File: config.mk
export PLATFORM = sky130hd
export DESIGN_NAME = graph_fetch_engine_flat
export DESIGN_NICKNAME = d
export VERILOG_FILES = /design/src/rtl/graph_fetch_engine_if.sv /design/src/rtl/graph_fetch_engine.sv /design/src/flat_wrapper.sv
export SDC_FILE = /design/constraint.sdc
export NUM_CORES = 1
export LEC_CHECK = 0
export CAP_MARGIN = 20
export CELL_PAD_IN_SITES_DETAIL_PLACEMENT = 0
export CELL_PAD_IN_SITES_GLOBAL_PLACEMENT = 1
export CORE_UTILIZATION = 47
export CTS_CLUSTER_DIAMETER = 80
export DETAILED_ROUTE_END_ITERATION = 10
export PLACE_DENSITY = 0.83
export SKIP_LAST_GASP = 1
export SLEW_MARGIN = 30
export SYNTH_ARGS = -nofsm -noshare
export SYNTH_HDL_FRONTEND = slang
export SYNTH_SLANG_ARGS = --single-unit
File: constraint.sdc
create_clock -name clk_in -period 5.3 [get_ports clk_in]
set_input_delay 1.06 -clock clk_in [delete_from_list [all_inputs] [get_ports clk_in]]
set_output_delay 1.06 -clock clk_in [all_outputs]
set_load 0.1 [all_outputs]
File: src/rtl/graph_fetch_engine_if.sv
// Request, FIFO-drain and dual memory-port signals of the vertex fetch engine.
// The engine connects through the slave modport; the requester/memory side uses master.
interface graph_fetch_engine_if;
    logic [31:0] v_addr_in;
    logic        valid_in;
    logic        ready_out;

    logic        pos_deq_in;
    logic [31:0] data_out;
    logic        data_valid_out;
    logic        pos_full_out;
    logic        pos_empty_out;

    logic        neigh_deq_in;
    logic [31:0] neigh_fifo_out;
    logic        neigh_valid_out;
    logic        neigh_full_out;
    logic        neigh_empty_out;

    logic [35:0] mem_req_out;
    logic        mem_valid_out;
    logic [35:0] mem_data_in;
    logic        mem_valid_in;
    logic [35:0] mem_req_out2;
    logic        mem_valid_out2;
    logic [35:0] mem_data_in2;
    logic        mem_valid_in2;

    modport slave (
        input  v_addr_in, valid_in, pos_deq_in, neigh_deq_in,
               mem_data_in, mem_valid_in, mem_data_in2, mem_valid_in2,
        output ready_out, data_out, data_valid_out, pos_full_out, pos_empty_out,
               neigh_fifo_out, neigh_valid_out, neigh_full_out, neigh_empty_out,
               mem_req_out, mem_valid_out, mem_req_out2, mem_valid_out2
    );

    modport master (
        output v_addr_in, valid_in, pos_deq_in, neigh_deq_in,
               mem_data_in, mem_valid_in, mem_data_in2, mem_valid_in2,
        input  ready_out, data_out, data_valid_out, pos_full_out, pos_empty_out,
               neigh_fifo_out, neigh_valid_out, neigh_full_out, neigh_empty_out,
               mem_req_out, mem_valid_out, mem_req_out2, mem_valid_out2
    );
endinterface

File: src/rtl/graph_fetch_engine.sv
// Vertex fetch front-end: port A fetches position words, port B neighbour IDs, each into a show-ahead FIFO.
// Optional macro GRAPH_FETCH_NULL_FILTER_EN drops 32'hFFFF_FFFF neighbour responses instead of enqueuing them.
module graph_fetch_engine #(
    parameter int DIM        = 4,
    parameter int NUM_NEIGH  = 3,
    parameter int FIFO_DEPTH = 16
) (
    input logic                 clk_in,
    input logic                 rst_in,
    graph_fetch_engine_if.slave bus
);
    localparam int AW = $clog2(FIFO_DEPTH);
    localparam int CW = AW + 1;
    localparam logic [3:0]    DIM_C   = 4'(DIM);
    localparam logic [3:0]    NN_C    = 4'(NUM_NEIGH);
    localparam logic [CW-1:0] DEPTH_W = CW'(FIFO_DEPTH);
    localparam logic [CW-1:0] DIM_W   = CW'(DIM);
    localparam logic [CW-1:0] NN_W    = CW'(NUM_NEIGH);

    typedef enum logic [1:0] {IDLE, ISSUE, WAIT} state_t;

    state_t      state_q;
    logic [31:0] vaddr_q;
    logic [3:0]  pos_iss_q, neigh_iss_q, pos_rcv_q, neigh_rcv_q;
    logic [3:0]  pos_rcv_d, neigh_rcv_d;
    logic [35:0] req_a_q, req_b_q;
    logic        val_a_q, val_b_q;

    logic                 active_w, pos_rsp_w, neigh_rsp_w, accept_w, ready_w;
    logic [1:0]           push_w, pop_w;
    logic [1:0][31:0]     wdata_w, head_w;
    logic [1:0][CW-1:0]   count_w;
    logic                 unused_echo;

    assign unused_echo = ^{bus.mem_data_in[35:32], bus.mem_data_in2[35:32]};

    always_comb begin
        active_w    = (state_q != IDLE);
        pos_rsp_w   = bus.mem_valid_in && active_w;
        neigh_rsp_w = bus.mem_valid_in2 && active_w;
        pos_rcv_d   = pos_rcv_q + 4'(pos_rsp_w);
        neigh_rcv_d = neigh_rcv_q + 4'(neigh_rsp_w);
        push_w[0]   = pos_rsp_w;
`ifdef GRAPH_FETCH_NULL_FILTER_EN
        push_w[1]   = neigh_rsp_w && (bus.mem_data_in2[31:0] != 32'hFFFF_FFFF);
`else
        push_w[1]   = neigh_rsp_w;
`endif
        pop_w[0]    = bus.pos_deq_in;
        pop_w[1]    = bus.neigh_deq_in;
        wdata_w[0]  = bus.mem_data_in[31:0];
        wdata_w[1]  = bus.mem_data_in2[31:0];
    end

    // Whole-vertex space is reserved here, so responses can always be pushed.
    assign ready_w  = (state_q == IDLE) &&
                      ((DEPTH_W - count_w[0]) >= DIM_W) &&
                      ((DEPTH_W - count_w[1]) >= NN_W);
    assign accept_w = bus.valid_in && ready_w;

    always_ff @(posedge clk_in or posedge rst_in) begin
        if (rst_in) begin
            state_q     <= IDLE;
            vaddr_q     <= '0;
            pos_iss_q   <= '0;
            neigh_iss_q <= '0;
            pos_rcv_q   <= '0;
            neigh_rcv_q <= '0;
            req_a_q     <= '0;
            req_b_q     <= '0;
            val_a_q     <= 1'b0;
            val_b_q     <= 1'b0;
        end else begin
            case (state_q)
                IDLE: begin
                    if (accept_w) begin
                        state_q     <= ISSUE;
                        vaddr_q     <= bus.v_addr_in;
                        pos_rcv_q   <= '0;
                        neigh_rcv_q <= '0;
                        pos_iss_q   <= 4'd1;
                        neigh_iss_q <= 4'd1;
                        req_a_q     <= {4'd0, bus.v_addr_in};
                        req_b_q     <= {4'd0, bus.v_addr_in};
                        val_a_q     <= 1'b1;
                        val_b_q     <= 1'b1;
                    end
                end
                ISSUE: begin
                    pos_rcv_q   <= pos_rcv_d;
                    neigh_rcv_q <= neigh_rcv_d;
                    if (pos_iss_q < DIM_C) begin
                        req_a_q   <= {pos_iss_q, vaddr_q};
                        val_a_q   <= 1'b1;
                        pos_iss_q <= pos_iss_q + 4'd1;
                    end else begin
                        req_a_q <= '0;
                        val_a_q <= 1'b0;
                    end
                    if (neigh_iss_q < NN_C) begin
                        req_b_q     <= {neigh_iss_q, vaddr_q};
                        val_b_q     <= 1'b1;
                        neigh_iss_q <= neigh_iss_q + 4'd1;
                    end else begin
                        req_b_q <= '0;
                        val_b_q <= 1'b0;
                    end
                    if (pos_iss_q == DIM_C && neigh_iss_q == NN_C) state_q <= WAIT;
                end
                WAIT: begin
                    pos_rcv_q   <= pos_rcv_d;
                    neigh_rcv_q <= neigh_rcv_d;
                    if (pos_rcv_d == DIM_C && neigh_rcv_d == NN_C) state_q <= IDLE;
                end
                default: state_q <= IDLE;
            endcase
        end
    end

    // Index 0 is the position FIFO, index 1 the neighbour FIFO.
    genvar gi;
    generate
        for (gi = 0; gi < 2; gi++) begin : g_fifo
            logic [31:0]   mem_q [FIFO_DEPTH];
            logic [AW-1:0] wr_q, rd_q;
            logic [CW-1:0] cnt_q;
            logic          do_pop;

            assign do_pop = pop_w[gi] && (cnt_q != '0);

            always_ff @(posedge clk_in) begin
                if (push_w[gi]) mem_q[wr_q] <= wdata_w[gi];
            end

            always_ff @(posedge clk_in or posedge rst_in) begin
                if (rst_in) begin
                    wr_q  <= '0;
                    rd_q  <= '0;
                    cnt_q <= '0;
                end else begin
                    if (push_w[gi]) wr_q <= wr_q + AW'(1);
                    if (do_pop)     rd_q <= rd_q + AW'(1);
                    cnt_q <= cnt_q + CW'(push_w[gi]) - CW'(do_pop);
                end
            end

            assign head_w[gi]  = (cnt_q != '0) ? mem_q[rd_q] : 32'd0;
            assign count_w[gi] = cnt_q;
        end
    endgenerate

    assign bus.ready_out       = ready_w;
    assign bus.mem_req_out     = req_a_q;
    assign bus.mem_valid_out   = val_a_q;
    assign bus.mem_req_out2    = req_b_q;
    assign bus.mem_valid_out2  = val_b_q;
    assign bus.data_out        = head_w[0];
    assign bus.data_valid_out  = (count_w[0] != '0);
    assign bus.pos_empty_out   = (count_w[0] == '0);
    assign bus.pos_full_out    = (count_w[0] == DEPTH_W);
    assign bus.neigh_fifo_out  = head_w[1];
    assign bus.neigh_valid_out = (count_w[1] != '0);
    assign bus.neigh_empty_out = (count_w[1] == '0);
    assign bus.neigh_full_out  = (count_w[1] == DEPTH_W);
endmodule

File: src/flat_wrapper.sv
// flat-port wrapper written by rule: the top's interface ports become plain ports
module graph_fetch_engine_flat 
#(
    parameter int DIM        = 4,
    parameter int NUM_NEIGH  = 3,
    parameter int FIFO_DEPTH = 16
)
  (clk_in, rst_in, bus_v_addr_in, bus_valid_in, bus_pos_deq_in, bus_neigh_deq_in, bus_mem_data_in, bus_mem_valid_in, bus_mem_data_in2, bus_mem_valid_in2, bus_ready_out, bus_data_out, bus_data_valid_out, bus_pos_full_out, bus_pos_empty_out, bus_neigh_fifo_out, bus_neigh_valid_out, bus_neigh_full_out, bus_neigh_empty_out, bus_mem_req_out, bus_mem_valid_out, bus_mem_req_out2, bus_mem_valid_out2);
  graph_fetch_engine_if bus_i ();
  input logic clk_in;
  input logic rst_in;
  input wire logic [$bits(bus_i.v_addr_in)-1:0] bus_v_addr_in;
  input wire logic [$bits(bus_i.valid_in)-1:0] bus_valid_in;
  input wire logic [$bits(bus_i.pos_deq_in)-1:0] bus_pos_deq_in;
  input wire logic [$bits(bus_i.neigh_deq_in)-1:0] bus_neigh_deq_in;
  input wire logic [$bits(bus_i.mem_data_in)-1:0] bus_mem_data_in;
  input wire logic [$bits(bus_i.mem_valid_in)-1:0] bus_mem_valid_in;
  input wire logic [$bits(bus_i.mem_data_in2)-1:0] bus_mem_data_in2;
  input wire logic [$bits(bus_i.mem_valid_in2)-1:0] bus_mem_valid_in2;
  output wire logic [$bits(bus_i.ready_out)-1:0] bus_ready_out;
  output wire logic [$bits(bus_i.data_out)-1:0] bus_data_out;
  output wire logic [$bits(bus_i.data_valid_out)-1:0] bus_data_valid_out;
  output wire logic [$bits(bus_i.pos_full_out)-1:0] bus_pos_full_out;
  output wire logic [$bits(bus_i.pos_empty_out)-1:0] bus_pos_empty_out;
  output wire logic [$bits(bus_i.neigh_fifo_out)-1:0] bus_neigh_fifo_out;
  output wire logic [$bits(bus_i.neigh_valid_out)-1:0] bus_neigh_valid_out;
  output wire logic [$bits(bus_i.neigh_full_out)-1:0] bus_neigh_full_out;
  output wire logic [$bits(bus_i.neigh_empty_out)-1:0] bus_neigh_empty_out;
  output wire logic [$bits(bus_i.mem_req_out)-1:0] bus_mem_req_out;
  output wire logic [$bits(bus_i.mem_valid_out)-1:0] bus_mem_valid_out;
  output wire logic [$bits(bus_i.mem_req_out2)-1:0] bus_mem_req_out2;
  output wire logic [$bits(bus_i.mem_valid_out2)-1:0] bus_mem_valid_out2;
  assign bus_i.v_addr_in = bus_v_addr_in;
  assign bus_i.valid_in = bus_valid_in;
  assign bus_i.pos_deq_in = bus_pos_deq_in;
  assign bus_i.neigh_deq_in = bus_neigh_deq_in;
  assign bus_i.mem_data_in = bus_mem_data_in;
  assign bus_i.mem_valid_in = bus_mem_valid_in;
  assign bus_i.mem_data_in2 = bus_mem_data_in2;
  assign bus_i.mem_valid_in2 = bus_mem_valid_in2;
  assign bus_ready_out = bus_i.ready_out;
  assign bus_data_out = bus_i.data_out;
  assign bus_data_valid_out = bus_i.data_valid_out;
  assign bus_pos_full_out = bus_i.pos_full_out;
  assign bus_pos_empty_out = bus_i.pos_empty_out;
  assign bus_neigh_fifo_out = bus_i.neigh_fifo_out;
  assign bus_neigh_valid_out = bus_i.neigh_valid_out;
  assign bus_neigh_full_out = bus_i.neigh_full_out;
  assign bus_neigh_empty_out = bus_i.neigh_empty_out;
  assign bus_mem_req_out = bus_i.mem_req_out;
  assign bus_mem_valid_out = bus_i.mem_valid_out;
  assign bus_mem_req_out2 = bus_i.mem_req_out2;
  assign bus_mem_valid_out2 = bus_i.mem_valid_out2;
  graph_fetch_engine #(.DIM(DIM), .NUM_NEIGH(NUM_NEIGH), .FIFO_DEPTH(FIFO_DEPTH)) u_core (.clk_in(clk_in), .rst_in(rst_in), .bus(bus_i));
endmodule
==> flow_summary.yaml, run 1 <==
run_status:
  status: "finished clean"
cts:
  cts-root-buf: "clkbuf_16"
  cts_resized: 0
  h-tree-depth: 3
  post-cts-setup-buffers: 0
  cts_tree: "built"
  clock_sinks: 1174
  cts_hold_buf: 0
  clockBufferDepth: 3
  cts.clk_slew.worst_paths_ns: 0.06
  cts-buffers-inserted: 114
  clkLatencyLatePin_ns: 0.74
power_and_ir_drop:
  swShare: 0.3712
  seq_power_share: 0.380
  combinationalPowerShare: 0.369
  p_per_area_nw_per_um2: 580.2
  power.leakage_uw: 0.01820
  p_clk_frac: 0.252
  peakVddDrop_mv: 0.8457
  power_uw: 31010
  internal-power_uw: 19500
  power_switching_uw: 11510
run:
  cap_violations: 0
sta:
  fmax_mhz: 218.5
  final-max-slew-violation-count: 0
  final-setup-viol-count: 0
  rsz0062_at_grt: "no"
  min_period_over_period: 0.8635
  slew_headroom: 0.3015
  whs_ns: 0.4796
  hold_viol_final: 0
  period_needed_ns: 4.576
  finClkSkew_ns: 0.06683
  worst_pin_slew_ns: 1.044
  fin_tns_setup_ns: 0
yosys:
  synth_ff_type: "edfxtp_1"
  yosysMostFrequentCell: "edfxtp_1"
  post_synth.cell_area_avg_um2: 21.04
  synth_common_cells: "edfxtp_1, mux4_2, dfrtp_1"
  synth_top_family_by_area: "multiplexers"
  synth-simple-area-share: 0.03094
  synth.distinct_cells: 46
  netlist_instances: 2181
  yosysWarningCount: 0
  synth_xor_area_frac: 0.004771
  synthAdderAreaFrac: 0.01178
  synth.top_cell.area_share: 0.6700
  ys_ff_latch: 1174
  synth_edf_count: 1024
  synthArstFlopShare: 0.1278
  synth_compound_area_frac: 0.02085
  synth_nets: 2334
  seq_area_frac_synth: 0.7518
  ys_top_cells_by_area: "edfxtp_1, mux4_2, dfrtp_1"
  syn-cell-area_um2: 45900
  synth_top_cell_by_area: "edfxtp_1"
  synthMuxAreaShare: 0.1654
routing:
  viasPerCell: 5.832
  drt-initial-drc-count: 2311
  routed_wl_mm: 102.4
  ant_nets: 0
  route.detailed.wl_per_inst_um: 26.50
  drt_first_pass_iters: 5
  drc: 0
  num_vias: 22540
floorplan:
  die-width_um: 314.5
  num_rows: 114
  core-area_um2: 96710
  die_height_um: 314.5
  dieArea_um2: 98910
  ios: 256
  start_util: 0.4746
setup_path:
  critPathBufInv: 3
  worst-path-max-fanout: 24
  endpoint_kind: "primary output"
  cp_data_required_time_ns: 4.24
  cpMaxStageDelayCell: "dfrtp_4"
  crit_path_start_kind: "flip-flop"
  critPathMaxStageDelay_ns: 0.73
  cp_cell_sequence: "buf_12, buf_12, mux4_2, mux4_2, and2_1, buf_4"
  path_class: "reg -> out"
  cp.arrival_ns: 3.52
  crit_family: "multiplexers"
layout:
  drive_gt1_frac: 0.2712
  multiInputGateArea_um2: 10790
  final_cells: 3864
  fillCellCount: 7078
  final_nets: 2644
  area_growth_pct: 16.46
  seqCellArea_um2: 34530
min_path:
  hold_path_class: "reg -> reg"
grt:
  grt_max_degree: 98
  track_usage: 0.2092
  grt_pass1_wl_mm: 152.0
  grt_pass1_vias: 23590
  overflow: 0
  antenna_found_initial: 7
placement:
  place_congestion: 0.7657
  dp.cells: 3650
  dpl.hpwl_mm: 57.54
  portBuffers: 247
==> power by group through the flow <==
stage	clock, uW	sequential, uW	combinational (uW)
floorplan	0	11400	9290
global placement	0	11900	11300
detailed placement	0	12000	11400
CTS	7920	11800	11500
global route	8260	11900	11900
finish	7810	11800	11400
==> area by class of cell <==
class / count / share of cell area
tap: 1276 / 0.02987
timing repair buffer: 307 / 0.05154
inverter: 36 / 0.002668
clock inverter: 51 / 0.009504
multi-input combinational: 858 / 0.2019
sequential: 1174 / 0.6460
antenna: 7 / 0.0003277
clock buffer: 155 / 0.05824
==> placed cells by master, fill, tap and decap left out, types with 5 or more instances in the layout <==
cell type / netlist / routed
a21oi_1: 136 / 136
a22o_1: 6 / 6
and2_1: 102 / 69
and2_2: 0 / 31
buf_12: 0 / 7
buf_2: 14 / 18
buf_4: 20 / 119
clkbuf_1: 58 / 29
clkbuf_16: 0 / 115
clkbuf_8: 0 / 7
clkdlybuf4s50_1: 0 / 163
clkinv_1: 3 / 24
clkinv_16: 0 / 5
clkinv_2: 0 / 14
dfrtp_1: 150 / 142
dfrtp_4: 0 / 6
diode_2: 0 / 7
edfxtp_1: 1024 / 1024
ha_1: 40 / 40
inv_1: 33 / 31
mux2_2: 34 / 34
mux4_2: 320 / 320
nand2_1: 12 / 12
nand3_1: 7 / 7
nand4_1: 7 / 7
nor2_1: 78 / 77
nor2b_1: 37 / 37
nor3_1: 7 / 6
o21ai_0: 9 / 9
xnor2_1: 19 / 19
xor2_1: 6 / 6
==> state kept, by name, indices dropped and copies added, names as in the netlist <==
signal	cells
u_core.pos_rcv_q	4
u_core.g_fifo.mem_q	1024
u_core.vaddr_q	32
u_core.pos_iss_q	4
u_core.bus.mem_req_out	36
u_core.state_q	2
u_core.g_fifo.rd_q	8
u_core.g_fifo.wr_q	8
u_core.bus.mem_req_out2	36
u_core.bus.mem_valid_out2	1
u_core.neigh_iss_q	4
u_core.bus.mem_valid_out	1
u_core.neigh_rcv_q	4
u_core.g_fifo.cnt_q	10
==> logic make-up after synthesis <==
| group | count (synthesis) |
|---|---|
| xor+xnor | 25 |
| compound gates | 174 |
| simple gates | 263 |
| flops | 1174 |
| mux | 354 |
| fa+ha+maj | 42 |
| buf+inv | 149 |
==> through the flow <==
step           setup WS, ns  utilization  instance area (um2)
6_report             0.7235       0.5527                53450
5_1_grt              0.5503       0.5527                53450
3_5_place_dp          1.261       0.5149                49790
2_1_floorplan        0.2036            -                45900
4_1_cts              0.4549       0.5523                53410
3_3_place_gp          1.280       0.5157                49870
==> worst paths after layout <==
kind | from | to | slack [ns] | depth (start not counted)
hold / removal | u_core.bus.mem_req_out[32] | u_core.bus.mem_req_out[32] | 0.48 | 1
setup / recovery | u_core.g_fifo[0].rd_q[0] | bus_data_out[12] | 0.72 | 6
setup reg to reg | u_core.state_q[0] | u_core.state_q[1] | 1.98 | 12
min in group asynchronous | rst_in | u_core.bus.mem_req_out2[1] | 0.84 | 2
max in group asynchronous | rst_in | u_core.g_fifo[1].rd_q[2] | 3.48 | 3
hold reg to reg | u_core.bus.mem_req_out[32] | u_core.bus.mem_req_out[32] | 0.48 | 1
==> routing by layer <==
metal / GRT usage / share of wire / wire (um)
met3: 0.03281 / 0.062 / 6312
met4: 0.07767 / 0.032 / 3321
met1: 0.2656 / 0.38 / 38770
met5: 0 / 0.000088 / 9
met2: 0.3635 / 0.53 / 53970
Note: power is estimated with default switching activity, not from simulation.
==> run 2: changes to the inputs <==
- PLACE_DENSITY: 0.83 -> 0.82
==> flow_summary.yaml, run 2 (synthesis gave the netlist of run 1 again) <==
cts:
  clock_sinks: 1174
  cts-buffers-inserted: 115
  h-tree-depth: 3
  cts_tree: "built"
  clkLatencyLatePin_ns: 0.72
  cts.clk_slew.worst_paths_ns: 0.06
  cts_resized: 0
  post-cts-setup-buffers: 0
  cts-root-buf: "clkbuf_16"
  cts_hold_buf: 0
  clockBufferDepth: 3
sta:
  rsz0062_at_grt: "no"
  fmax_mhz: 212.3
  final-max-slew-violation-count: 0
  final-setup-viol-count: 0
  fin_tns_setup_ns: 0
  finClkSkew_ns: 0.07052
  period_needed_ns: 4.711
  worst_pin_slew_ns: 1.046
  slew_headroom: 0.3003
  min_period_over_period: 0.8889
  hold_viol_final: 0
  fin_ws_ns: 0.5888
power_and_ir_drop:
  p_per_area_nw_per_um2: 579.3
  power.leakage_uw: 0.01821
  peakVddDrop_mv: 0.5863
floorplan:
  ios: 256
  die-width_um: 314.5
  num_rows: 114
  dieArea_um2: 98910
  start_util: 0.4746
  core-area_um2: 96710
  die_height_um: 314.5
routing:
  routed_wl_mm: 103.5
  drt_first_pass_iters: 7
  route.detailed.wl_per_inst_um: 26.77
  ant_nets: 0
  drt-initial-drc-count: 2111
  viasPerCell: 5.825
  drc: 0
  num_vias: 22530
setup_path:
  cp_data_required_time_ns: 4.24
  ff2ff_path_depth: 12
  rr_endpoint: "u_core.state_q[1]"
  cp.arrival_ns: 3.65
  crit_start: "u_core.g_fifo[1].rd_q[0]"
  reg2reg_slack_ns: 1.91
  crit_path_start_kind: "flip-flop"
  endpoint_kind: "primary output"
  worst-path-max-fanout: 46
  path_class: "reg -> out"
  critPathCapture: "bus_neigh_fifo_out[5]"
  reg2reg_from: "u_core.state_q[0]"
layout:
  area_growth_pct: 16.48
  layout_commonest_cell: "edfxtp_1"
  final_nets: 2648
  regMostFlops: "u_core.g_fifo.mem_q"
  final_cell_mix: "edfxtp_1, mux4_2, clkdlybuf4s50_1"
  design_area_um2: 53460
  postLayoutCoreUtil: 0.5528
  largest_reg_flops: 1024
  final_cells: 3868
  drive_gt1_frac: 0.2704
placement:
  preCtsSetupSlack_ns: 1.265
  portBuffers: 247
  detailed_place.area_um2: 49850
  dpl.hpwl_mm: 58.10
  place_congestion: 0.7674
  dp.cells: 3654
grt:
  antenna_found_initial: 14
  grt_max_degree: 73
  overflow: 0
  track_usage: 0.2113
  grt_pass1_wl_mm: 152.6
  grt_pass1_vias: 23870
min_path:
  hold_path_class: "reg -> reg"
  hold_path_depth: 1
run:
  cap_violations: 0
run_status:
  status: "finished clean"
## run 2: worst min-delay path by stage
stage | start | to | slack (ns)
after CTS | u_core.bus.mem_req_out[32] | u_core.bus.mem_req_out[32] | 0.48
after floorplan | u_core.neigh_iss_q[0] | u_core.neigh_iss_q[0] | 0.47
after global placement | u_core.bus.mem_req_out[32] | u_core.bus.mem_req_out[32] | 0.47
final | u_core.bus.mem_req_out[32] | u_core.bus.mem_req_out[32] | 0.48
after global routing | u_core.bus.mem_req_out2[34] | u_core.bus.mem_req_out2[34] | 0.50
after detailed placement | u_core.bus.mem_req_out[32] | u_core.bus.mem_req_out[32] | 0.47
## run 2: final cells by class
class	instances	area, um2
fill	7129	43250
timing repair buffer	310	2798
clock inverter	73	608.1
tap	1276	1597
antenna	7	17.52
inverter	36	140.1
sequential	1174	34520
clock buffer	134	2990
multi-input combinational	858	10790
## run 2: routing by layer
| metal | track usage | vias to the layer above | share of wire |
|---|---|---|---|
| li1 | - | 9504 | - |
| met1 | 0.2654 | 11830 | 0.37 |
| met2 | 0.3599 | 959 | 0.52 |
| met3 | 0.04269 | 230 | 0.076 |
| met4 | 0.08528 | 14 | 0.035 |
| met5 | 0 | - | 0.00086 |
## run 2: through the flow
stage	hold WS [ns]	total power, uW
floorplan	0.4713	20670
detailed placement	0.4688	23470
finish	0.4779	30970
global route	0.4976	32060
global placement	0.4672	23260
CTS	0.4819	31250
## run 2: worst max-delay path: stages (launching register included)
cell	delay, ns
dfrtp_4	0.94
buf_12	0.42
mux4_2	0.56
mux4_2	0.47
and2_1	0.24
buf_4	0.26
## run 2: power breakdown
part	internal (uW)	switching, uW
combinational	4150	7320
sequential	11000	727
clock	4330	3430
